==> config.mk <==
export PLATFORM = sky130hd
export DESIGN_NAME = demux_stream
export DESIGN_NICKNAME = d
export VERILOG_FILES = /design/src/rtl/demux_stream.sv
export SDC_FILE = /design/constraint.sdc
export NUM_CORES = 1
export LEC_CHECK = 0
export ABC_AREA = 1
export CAP_MARGIN = 20
export CELL_PAD_IN_SITES_DETAIL_PLACEMENT = 1
export CELL_PAD_IN_SITES_GLOBAL_PLACEMENT = 1
export CORE_ASPECT_RATIO = 1.2
export CORE_MARGIN = 2
export CORE_UTILIZATION = 30
export DETAILED_ROUTE_END_ITERATION = 8
export PLACE_DENSITY = 0.84
export SLEW_MARGIN = 20
export SYNTH_ARGS = -nofsm -noshare
export SYNTH_HDL_FRONTEND = slang
export SYNTH_SLANG_ARGS = --single-unit
==> constraint.sdc <==
create_clock -name CLK -period 1.11 [get_ports CLK]
set_input_delay 0.111 -clock CLK [delete_from_list [all_inputs] [get_ports CLK]]
set_output_delay 0.111 -clock CLK [all_outputs]
set_load 0.05 [all_outputs]
==> src/rtl/demux_stream.sv <==
// demux_stream: registered 1-to-N stream demultiplexer with broadcast.
//
// One upstream valid/ready stream is steered to one of N downstream
// channels (SEL), or to all channels (BCAST=1). Each channel owns a
// one-entry output register, so a stalled consumer never loses data.
// Words addressed to SEL >= N are consumed, dropped and flagged on ERR.
//
// Ports:
//   CLK        rising-edge clock
//   N_RESET    asynchronous active-low reset
//   D          input word (W bits)
//   SEL        target channel index ($clog2(N) bits)
//   BCAST      1 = deliver to every channel, SEL ignored
//   VALID_IN   upstream word valid
//   READY_OUT  upstream may transfer this cycle (combinational)
//   Y          channel c data at Y[c*W +: W], 0 while the slot is empty
//   VALID_OUT  channel c holds a word
//   READY_IN   channel c consumer accepts this cycle
//   ERR        sticky: a word to an out-of-range channel was dropped

// One output slot: {vld, y}. A load always wins over a drain, so a slot
// emptied this cycle can be refilled in the same cycle without a bubble.
module demux_slot #(
   parameter int W = 1
) (
   input  logic         CLK,
   input  logic         N_RESET,
   input  logic         load,
   input  logic [W-1:0] d,
   input  logic         rdy,
   output logic         vld,
   output logic [W-1:0] y
);
   always_ff @(posedge CLK or negedge N_RESET) begin
      if (!N_RESET) begin
         vld <= 1'b0;
         y   <= '0;
      end else if (load) begin
         vld <= 1'b1;
         y   <= d;
      end else if (vld && rdy) begin
         vld <= 1'b0;
         y   <= '0;
      end
   end
endmodule

module demux_stream #(
   parameter int N = 8,
   parameter int W = 1
) (
   input  logic                 CLK,
   input  logic                 N_RESET,
   input  logic [W-1:0]         D,
   input  logic [$clog2(N)-1:0] SEL,
   input  logic                 BCAST,
   input  logic                 VALID_IN,
   output logic                 READY_OUT,
   output logic [N*W-1:0]       Y,
   output logic [N-1:0]         VALID_OUT,
   input  logic [N-1:0]         READY_IN,
   output logic                 ERR
);
   localparam int SW = $clog2(N);

   logic [N-1:0] free;
   logic [N-1:0] hit;
   logic [N-1:0] load;
   logic         sel_ok;
   logic         sel_free;
   logic         accept;
   logic         err_set;

   // One-hot decode of SEL. An all-zero result means SEL >= N; decoding
   // this way avoids an out-of-range index when N is not a power of two.
   always_comb begin
      hit = '0;
      for (int c = 0; c < N; c++) hit[c] = (SEL == SW'(c));
   end

   assign free     = ~VALID_OUT | READY_IN;
   assign sel_ok   = |hit;
   assign sel_free = |(hit & free);

   // Independent of VALID_IN, so no combinational path back upstream.
   // Bad selects are always taken so the stream never locks up.
   always_comb begin
      READY_OUT = 1'b1;
      if (BCAST)       READY_OUT = &free;
      else if (sel_ok) READY_OUT = sel_free;
   end

   assign accept  = VALID_IN & READY_OUT;
   assign load    = accept ? (BCAST ? {N{1'b1}} : hit) : '0;
   assign err_set = accept & ~BCAST & ~sel_ok;

   generate
      for (genvar c = 0; c < N; c++) begin : g_slot
         demux_slot #(.W(W)) u_slot (
            .CLK     (CLK),
            .N_RESET (N_RESET),
            .load    (load[c]),
            .d       (D),
            .rdy     (READY_IN[c]),
            .vld     (VALID_OUT[c]),
            .y       (Y[c*W +: W])
         );
      end
   endgenerate

   always_ff @(posedge CLK or negedge N_RESET) begin
      if (!N_RESET)     ERR <= 1'b0;
      else if (err_set) ERR <= 1'b1;
   end
endmodule

---- Word-level counts from Yosys, hierarchy flattened ----
Cells that the tools add are included.
W data, S select, Z words.
storage, ports and cells
  bits in registers ....................... 17
  bits of input ports ..................... 16
  output and inout port bits .............. 18
  logic and storage cells ................. 80
operators by class
  eq/ne operators ......................... 7
  mux-type cells .......................... 28
  bitwise logic cells ..................... 8
  reductions and logical operators ........ 20
operators by type and width
  operator              number
  $mux W1               26
  $mux W8               2
  $reduce_bool A2 Y1    8
  $reduce_or A8 Y1      2
  $eq A3 B3 Y1 const B  4
  $and A8 B8 Y8         1
  $logic_and A1 B1 Y1   8
  $not A8 Y8            1
  $or A8 B8 Y8          1
  $reduce_and A8 Y1     1
  $eq A3 B2 Y1 const B  2
  $and A1 B1 Y1         3
  $eq A3 B1 Y1 const B  1
  $logic_not A3 Y1      1
  $not A1 Y1            2

---- Longest topological paths before layout ----
Gate-level depths: netlist (run 1).
  depth after elaboration ................. 9
  mapped depth ............................ 13
  depth with buffers taken out ............ 11

---- Modules after synthesis ----
A second synthesis (run 1) with hierarchy kept.
second synthesis, totals
  cell total of the unflattened synthesis .. 148
  area total of the unflattened synthesis .. 994.7 sq um
modules (own cells, without submodules)
  module        times used  cells each  area an instance (sq um)  seq. area each (sq um)
  demux_slot    8           9           78.8                      50.0
  demux_stream  1           76          364.1                     25.0

---- Worst setup path before layout (run 1) ----
Ideal clock, no wire load.
  path type ............................... reg-to-reg
  from .................................... register g_slot[7].u_slot.vld
  to ...................................... register g_slot[2].u_slot.y
  library setup time ...................... 0.117 ns
  data arrival time ....................... 1.173 ns
  data required time ...................... 0.993 ns
  path slack .............................. -0.180 ns
  cell stages (with the launch flop) ...... 10
  path buffers ............................ 1
  period minus slack after synthesis ...... 1.290 ns
  path through ............................ dfrtp_1 -> nand2_1 -> nand4_1 -> nor2_1 -> nand3_1 -> nand2_4 -> buf_12 -> nand3_4 -> nand2_2 -> nand2_1
between the ends
  longest elaborated chain between the ends .. 9
  elaborated cells on any way between the ends .. 11
  those cells by class .................... mux: 4; bitwise: 4; reduce/logical: 3
RTL lines
  item                                                  RTL line  source
  start, declared                                       31        output logic vld,
  start signal, assigned                                36        vld <= 1'b0;
  start signal, assigned                                39        vld <= 1'b1;
  start signal, assigned                                42        vld <= 1'b0;
  $not A8 Y8 (*)                                        81        assign free = ~VALID_OUT | READY_IN;
  $or A8 B8 Y8 (*)                                      81
  $and A8 B8 Y8                                         83        assign sel_free = |(hit & free);
  $reduce_or A8 Y1                                      83
  $mux W1                                               90        else if (sel_ok) READY_OUT = sel_free;
  $mux W1 (*)                                           89        if (BCAST) READY_OUT = &free;
  named net READY_OUT                                   58        output logic READY_OUT,
  $and A1 B1 Y1 (*)                                     93        assign accept = VALID_IN & READY_OUT;
  $mux W8 (*)                                           94        assign load = accept ? (BCAST ? {N{1'b1}} : hit) : '0;
  $mux W1 / $reduce_bool A2 Y1 (equally long branches)  n/a
  end signal, assigned                                  37        y <= '0;
  end signal, assigned                                  40        y <= d;
  end signal, assigned                                  43        y <= '0;
  end, declared                                         32        output logic [W-1:0] y
Mark *: on every way through the listed nets, which the timed path passes. The rest lies on a longest branch.
A chain may end at the register's enable or synchronous reset.

---- Worst setup path after layout (run 1) ----
  from .................................... register g_slot[1].u_slot.vld
  to ...................................... output READY_OUT
between the ends
  longest elaborated chain between the ends .. 6
  elaborated cells on any way between the ends .. 7
  those cells by class .................... mux: 2; bitwise: 3; reduce/logical: 2
RTL lines
  item                    RTL line
  start, declared         31
  start signal, assigned  36
  start signal, assigned  39
  start signal, assigned  42
  $not A8 Y8 (*)          81
  $or A8 B8 Y8 (*)        81
  $and A8 B8 Y8           83
  $reduce_or A8 Y1        83
  $mux W1                 90
  $mux W1 (*)             89
  end, declared           58
Every way passes the cells marked *; elsewhere a longest branch is shown, timed or not.

==> reports/qor.txt, run 1 <==
Outcome: complete, but fails checks
Failing checks: negative setup slack
Final Setup Violations: 20
Slew HR: 72.64%
Psw: 1.248 mW
Design Area, Final: 1922 µm²
Worst Path Required: 1.00 ns
Clock power frac: 15.7%
LEAKAGE: 0.9407 nW
Ys flop type: dfrtp_1
Crit path cell chain: nand2_2 -> nand3_2 -> nand2_1 -> nor2_1 -> nand2_1 -> nand2_2 -> nand2_8 -> buf_12
Worst setup margin: -0.4141 ns
Root Buffer: clkbuf_8
GP Congestion: 0.7766
Gate power share: 56.7%
Seq pwr share: 27.6%
ANT cells: 0
Slew Viols, Final: 0
Ys async rst share: 100.0%
Area growth syn-to-layout: 69.16%
VDD IR-drop max: 0.7127 mV
Syn Area/Cell: 7.676 µm²
Fmax: 656.1 MHz
Fin. Hold Viols: 0
Worst Hold Class: in -> async
Initial Utilization: 31.27%
Largest net degree at the start of global routing: 18
Post-DRT Antenna Nets: 0
Synthesized instance count: 148
WS Path Type: reg -> out
DR vias: 1131
Post-synth top area share: 37.44%
Average wire per standard cell: 14.59 µm
Post-DP Area: 1650 µm²
TritonCTS clock tree: yes
Worst EP arrival: 1.41 ns
Netlist Area Pre-Place: 1136 µm²
HPWL Detailed: 2493 µm
Synth top area cells: dfrtp_1 (37%), nand2_1 (16%), buf_4 (11%), nand3_1 (6.6%), a21boi_0 (5.3%)
Syn. warnings: 0
CTS buffer count: 3
Register area share after synthesis: 37.44%
Nets: 205
Number of synthesized flops with an enable pin: 0
Vias in the first global route: 1181
CP max stage delay: 0.37 ns
Synth Net Count: 164
Initial DRT Pass Iterations: 4
RSZ-0062 raised after global routing: yes
Crit path max-delay family: simple AND/OR/NAND/NOR gates
Top Ports: 34
Slew at the pin closest to its max-slew limit: 0.4062 ns
Buf/Inv on CP: 1
CORE AREA: 3633 µm²
IO buf count: 33
Slowest CP cell: dfrtp_1
Total grt overflow: 0
Max clock buf depth: 2
Netlist cell types: 18
Register bit total from synthesis: 17
Die area: 4297 µm²
Clock latency on the worst-skew pair: 0.26 ns
H-tree Lvls: 1
Floorplan row count: 24
Clk sinks: 17
Share of layout cells above drive strength 1: 42.02%
Via/cell ratio: 4.713
Final WL: 3501 µm
Crit end category: primary output
Die W: 60.18 µm
Switch share: 40.59%
Largest area contributor in the synthesized netlist: dfrtp_1
Most frequent cells after synthesis: nand2_1 (49), buf_4 (17), dfrtp_1 (17)
P_int: 1.827 mW
Crit Path Max Fanout: 4
Most numerous cell in the Yosys netlist: nand2_1
Setup TNS: -5.506 ns
Max cap viols: 0
DR iter-0 viols: 22
Pwr Density: 1600 nW/µm²
DRC: 0
Initial antenna violation count: 0
Reg clk slew, reported paths: 0.07 ns
Fin crit share: 137.3%
Fin crit period: 1.524 ns
Die Span Y: 71.41 µm
GRT Util Overall: 17.69%
Worst setup SP type: flip-flop
Global-route wire length before repair: 5699 µm
Layout Skew: 0.001355 ns
==> logic make-up after synthesis <==
logic type / after synthesis / synth area share [%]
AOI/OAI and AO/OA: 10 / 6.168
buffers and inverters: 34 / 20.82
DFF: 17 / 37.45
and+or+nand+nor: 87 / 35.57
==> repair_timing <==
action,CTS,global route
buffers inserted,7,3
hold buffers,0,0
setup endpoints to repair,17,18
gates resized for setup,21,16
pin swaps,5,13
==> power groups by stage <==
stage | registers [mW] | clock network, mW | logic [mW]
finish | 0.847 | 0.484 | 1.74
global route | 0.862 | 0.522 | 1.83
CTS | 0.849 | 0.485 | 1.67
detailed placement | 0.857 | 0 | 1.55
global placement | 0.848 | 0 | 1.51
floorplan | 0.799 | 0 | 0.976
==> sequential cells by signal (all words and copies together) (netlist names) <==
| register | count |
|---|---|
| ERR | 1 |
| g_slot.u_slot.y | 8 |
| g_slot.u_slot.vld | 8 |
==> metal layers <==
layer | up-vias | global-route usage, % | routed length [µm]
met5 | - | 0 | 0
met4 | 0 | 8.395 | 65
met3 | 5 | 1.986 | 119
met2 | 30 | 30.80 | 1918
met1 | 554 | 21.09 | 1398
li1 | 542 | - | -
==> per-stage QoR <==
stage | hold slack [ns] | utilization, % | setup WS (ns) | std cells | power [mW]
4_1_cts | 0.1922 | 50.34 | -0.4186 | 237 | 3.008
5_1_grt | 0.2275 | 52.89 | -0.5009 | 240 | 3.214
6_report | 0.1856 | 52.89 | -0.4141 | 240 | 3.075
3_5_place_dp | 0.4483 | 45.42 | -0.8123 | 226 | 2.408
2_1_floorplan | -0.1846 | - | -0.1615 | 148 | 1.775
3_3_place_gp | 0.4238 | 45.42 | -0.6088 | 226 | 2.359
==> area by class of cell <==
type,count,area (µm²)
timing repair buffer,58,733.2
clock buffer,4,45.04
multi-input combinational,97,603.1
sequential,17,425.4
tap,52,65.06
inverter,12,50.05
fill,424,1712
==> placed cells by master (no fill, tap or decap), drive strengths merged <==
cell type,instances
dlygate4sd2,4
buf,43
nand2,54
o21ai,2
dfrtp,17
clkdlybuf4s50,11
inv,11
clkbuf,4
clkinv,1
nor2,8
nand4,9
a21boi,8
nand3,16
==> final timing paths <==
check | start | end | slack (ns) | cells past startpoint
max | g_slot[1].u_slot.vld | READY_OUT | -0.41 | 8
min | N_RESET | g_slot[3].u_slot.y | 0.19 | 2
max reg2reg | g_slot[7].u_slot.vld | g_slot[7].u_slot.y | -0.38 | 9
min reg2reg | ERR | ERR | 0.46 | 0
max in group asynchronous | N_RESET | g_slot[6].u_slot.y | 0.72 | 2
min in group CLK | READY_IN[7] | g_slot[7].u_slot.vld | 0.31 | 4
Power figures use the tool's default switching activity.
==> run 2, diff against run 1 <==
SKIP_CTS_REPAIR_TIMING = 1   (was default)
==> run 2 against run 1 <==
The run still ends with negative setup slack left. Combinational power up 4%. Routed wire length up 12%. Utilization up 1.0 points. Die area is the same. Worst hold slack lost 0.0023 ns. Sequential cell count unchanged. Sequential share of layout area down 0.41 points. Register-to-register slack got worse by 0.13 ns. Via count increased by 1.1%. Largest power group unchanged.
==> reports/qor.txt, run 2 (synthesized netlist as in run 1, its figures left out) <==
GRT Util Overall: 15.87% (was 17.69%)
CP Depth: 6 (was 8)
Outcome: complete, but fails checks (unchanged)
Area growth syn-to-layout: 72.36% (was 69.16%)
Clk sinks: 17 (unchanged)
Worst Setup SP: g_slot[0].u_slot.vld (was g_slot[1].u_slot.vld)
LEAKAGE: 0.9726 nW (was 0.9407 nW)
Final Setup Violations: 20 (unchanged)
Die Span Y: 71.41 µm (unchanged)
DR iter-0 viols: 22 (unchanged)
Worst EP arrival: 1.55 ns (was 1.41 ns)
Worst r2r src: g_slot[0].u_slot.vld (was g_slot[7].u_slot.vld)
Nets: 206 (was 205)
Slew HR: 65.46% (was 72.64%)
Initial antenna violation count: 0 (unchanged)
CTS buffer count: 3 (unchanged)
Worst Hold Class: in -> async (unchanged)
Crit Path Max Fanout: 8 (was 4)
VDD IR-drop max: 0.6156 mV (was 0.7127 mV)
TritonCTS clock tree: yes (unchanged)
GP Congestion: 0.7766 (unchanged)
Design Area, Final: 1958 µm² (was 1922 µm²)
DRC: 0 (unchanged)
Crit path cell chain: nand2_2 -> nand3_1 -> nor2_2 -> nand3_2 -> nand2_8 -> buf_12 (was nand2_2 -> nand3_2 -> nand2_1 -> nor2_1 -> nand2_1 -> nand2_2 -> nand2_8 -> buf_12)
Failing checks: negative setup slack (unchanged)
Most frequent cells in the layout: nand2_1 (37), buf_12 (20), buf_4 (20) (was nand2_1 (41), buf_12 (20), buf_4 (19))
Initial DRT Pass Iterations: 4 (unchanged)
RSZ-0062 raised after global routing: yes (unchanged)
Post-DP Area: 1650 µm² (unchanged)
Final non-filler cell total: 241 (was 240)
Root Buffer: clkbuf_8 (unchanged)
CORE AREA: 3633 µm² (unchanged)
Clock latency on the worst-skew pair: 0.26 ns (about the same)
Top Registers: g_slot.u_slot.vld (8), g_slot.u_slot.y (8), ERR (1) (unchanged)
Slew at the pin closest to its max-slew limit: 0.5127 ns (was 0.4062 ns)
Slowest CP cell: dfrtp_1 (unchanged)
Pre-CTS setup slack: -0.8123 ns (unchanged)
Crit path max-delay family: simple AND/OR/NAND/NOR gates (unchanged)
Fin crit period: 1.658 ns (was 1.524 ns)
Largest net degree at the start of global routing: 18 (unchanged)
Buf/Inv on CP: 1 (unchanged)
CP max stage delay: 0.39 ns (was 0.37 ns)
Initial Utilization: 31.27% (unchanged)
Layout Skew: 0.001771 ns (was 0.001355 ns)
Die W: 60.18 µm (unchanged)
WS Path Type: reg -> out (unchanged)
Worst setup SP type: flip-flop (unchanged)
Max cap viols: 0 (unchanged)
Post-placement cell count: 226 (unchanged)
Post-DRT Antenna Nets: 0 (unchanged)
Fmax: 603.2 MHz (was 656.1 MHz)
ANT cells: 0 (unchanged)
Worst Path Required: 1.00 ns (about the same)
HPWL Detailed: 2493 µm (unchanged)
Slew Viols, Final: 0 (unchanged)
Crit end category: primary output (unchanged)
Floorplan row count: 24 (unchanged)
Total grt overflow: 0 (unchanged)
DR vias: 1143 (was 1131)
Share of layout cells above drive strength 1: 44.97% (was 42.02%)
Fin. Hold Viols: 0 (unchanged)
CP endpoint: READY_OUT (unchanged)
R2R Path End: g_slot[3].u_slot.y (was g_slot[7].u_slot.y)
Average wire per standard cell: 16.31 µm (was 14.59 µm)
Vias in the first global route: 1095 (was 1181)
Die area: 4297 µm² (unchanged)
Max clock buf depth: 2 (unchanged)
Final WL: 3930 µm (was 3501 µm)
Global-route wire length before repair: 5106 µm (was 5699 µm)
H-tree Lvls: 1 (unchanged)
Commonest non-fill, non-tap cell in the layout: nand2_1 (unchanged)
Top Ports: 34 (unchanged)
Reg clk slew, reported paths: 0.06 ns (was 0.07 ns)
Power, Total: 3.141 mW (was 3.075 mW)
IO buf count: 33 (unchanged)
Worst setup margin: -0.5477 ns (was -0.4141 ns)
Fin crit share: 149.3% (was 137.3%)
R2R setup slack: -0.51 ns (was -0.38 ns)
Layout fillers: 422 (was 424)
Pwr Density: 1604 nW/µm² (was 1600 nW/µm²)
Register-to-Register Path Depth: 9 (unchanged)
Via/cell ratio: 4.743 (was 4.713)
==> run 2: stage by stage <==
step	hold WS, ns	utilization [%]	TNS (ns)
final	0.1833	53.89	-7.425
after floorplan	-0.1846	-	-0.9517
after global routing	0.2318	53.89	-8.378
after global placement	0.4238	45.42	-9.279
after detailed placement	0.4483	45.42	-12.15
after CTS	0.1922	46.66	-7.849
==> run 2: routing by layer <==
metal / up-vias / GRT usage, % / part of all wire (%)
met3: 7 / 1.986 / 3.2
met4: 0 / 7.654 / 2.0
met5: - / 0 / 0
li1: 539 / - / -
met2: 33 / 27.05 / 55
met1: 564 / 19.27 / 40
==> run 2: worst register-to-register path: cells and delay by family, from the launching register on <==
kind / cells / cell delay, ns
and+or+nand+nor: 8 / 0.95
DFF: 1 / 0.39
buffers and inverters: 1 / 0.15
==> run 2: worst min-delay path by stage <==
stage	start	to	slack (ns)
floorplan	N_RESET	ERR	-0.18
global placement	ERR	ERR	0.42
detailed placement	ERR	ERR	0.45
CTS	N_RESET	g_slot[5].u_slot.vld	0.19
global route	N_RESET	ERR	0.23
finish	N_RESET	g_slot[3].u_slot.y	0.18
==> run 2: cell type report <==
class	count	area [µm²]	area share (%)
Timing Repair Buffer	59	749.5	38.27
Clock buffer	4	45.04	2.300
Sequential cell	17	425.4	21.73
Inverter	12	50.05	2.556
Tap cell	52	65.06	3.323
Multi-Input combinational cell	97	623.1	31.82
==> run 2: report_power, final <==
| group | total, mW | switching (mW) | internal [mW] |
|---|---|---|---|
| logic | 1.81 | 0.954 | 0.859 |
| registers | 0.849 | 0.111 | 0.738 |
| clock network | 0.479 | 0.223 | 0.256 |
| total | 3.14 | 1.29 | 1.85 |
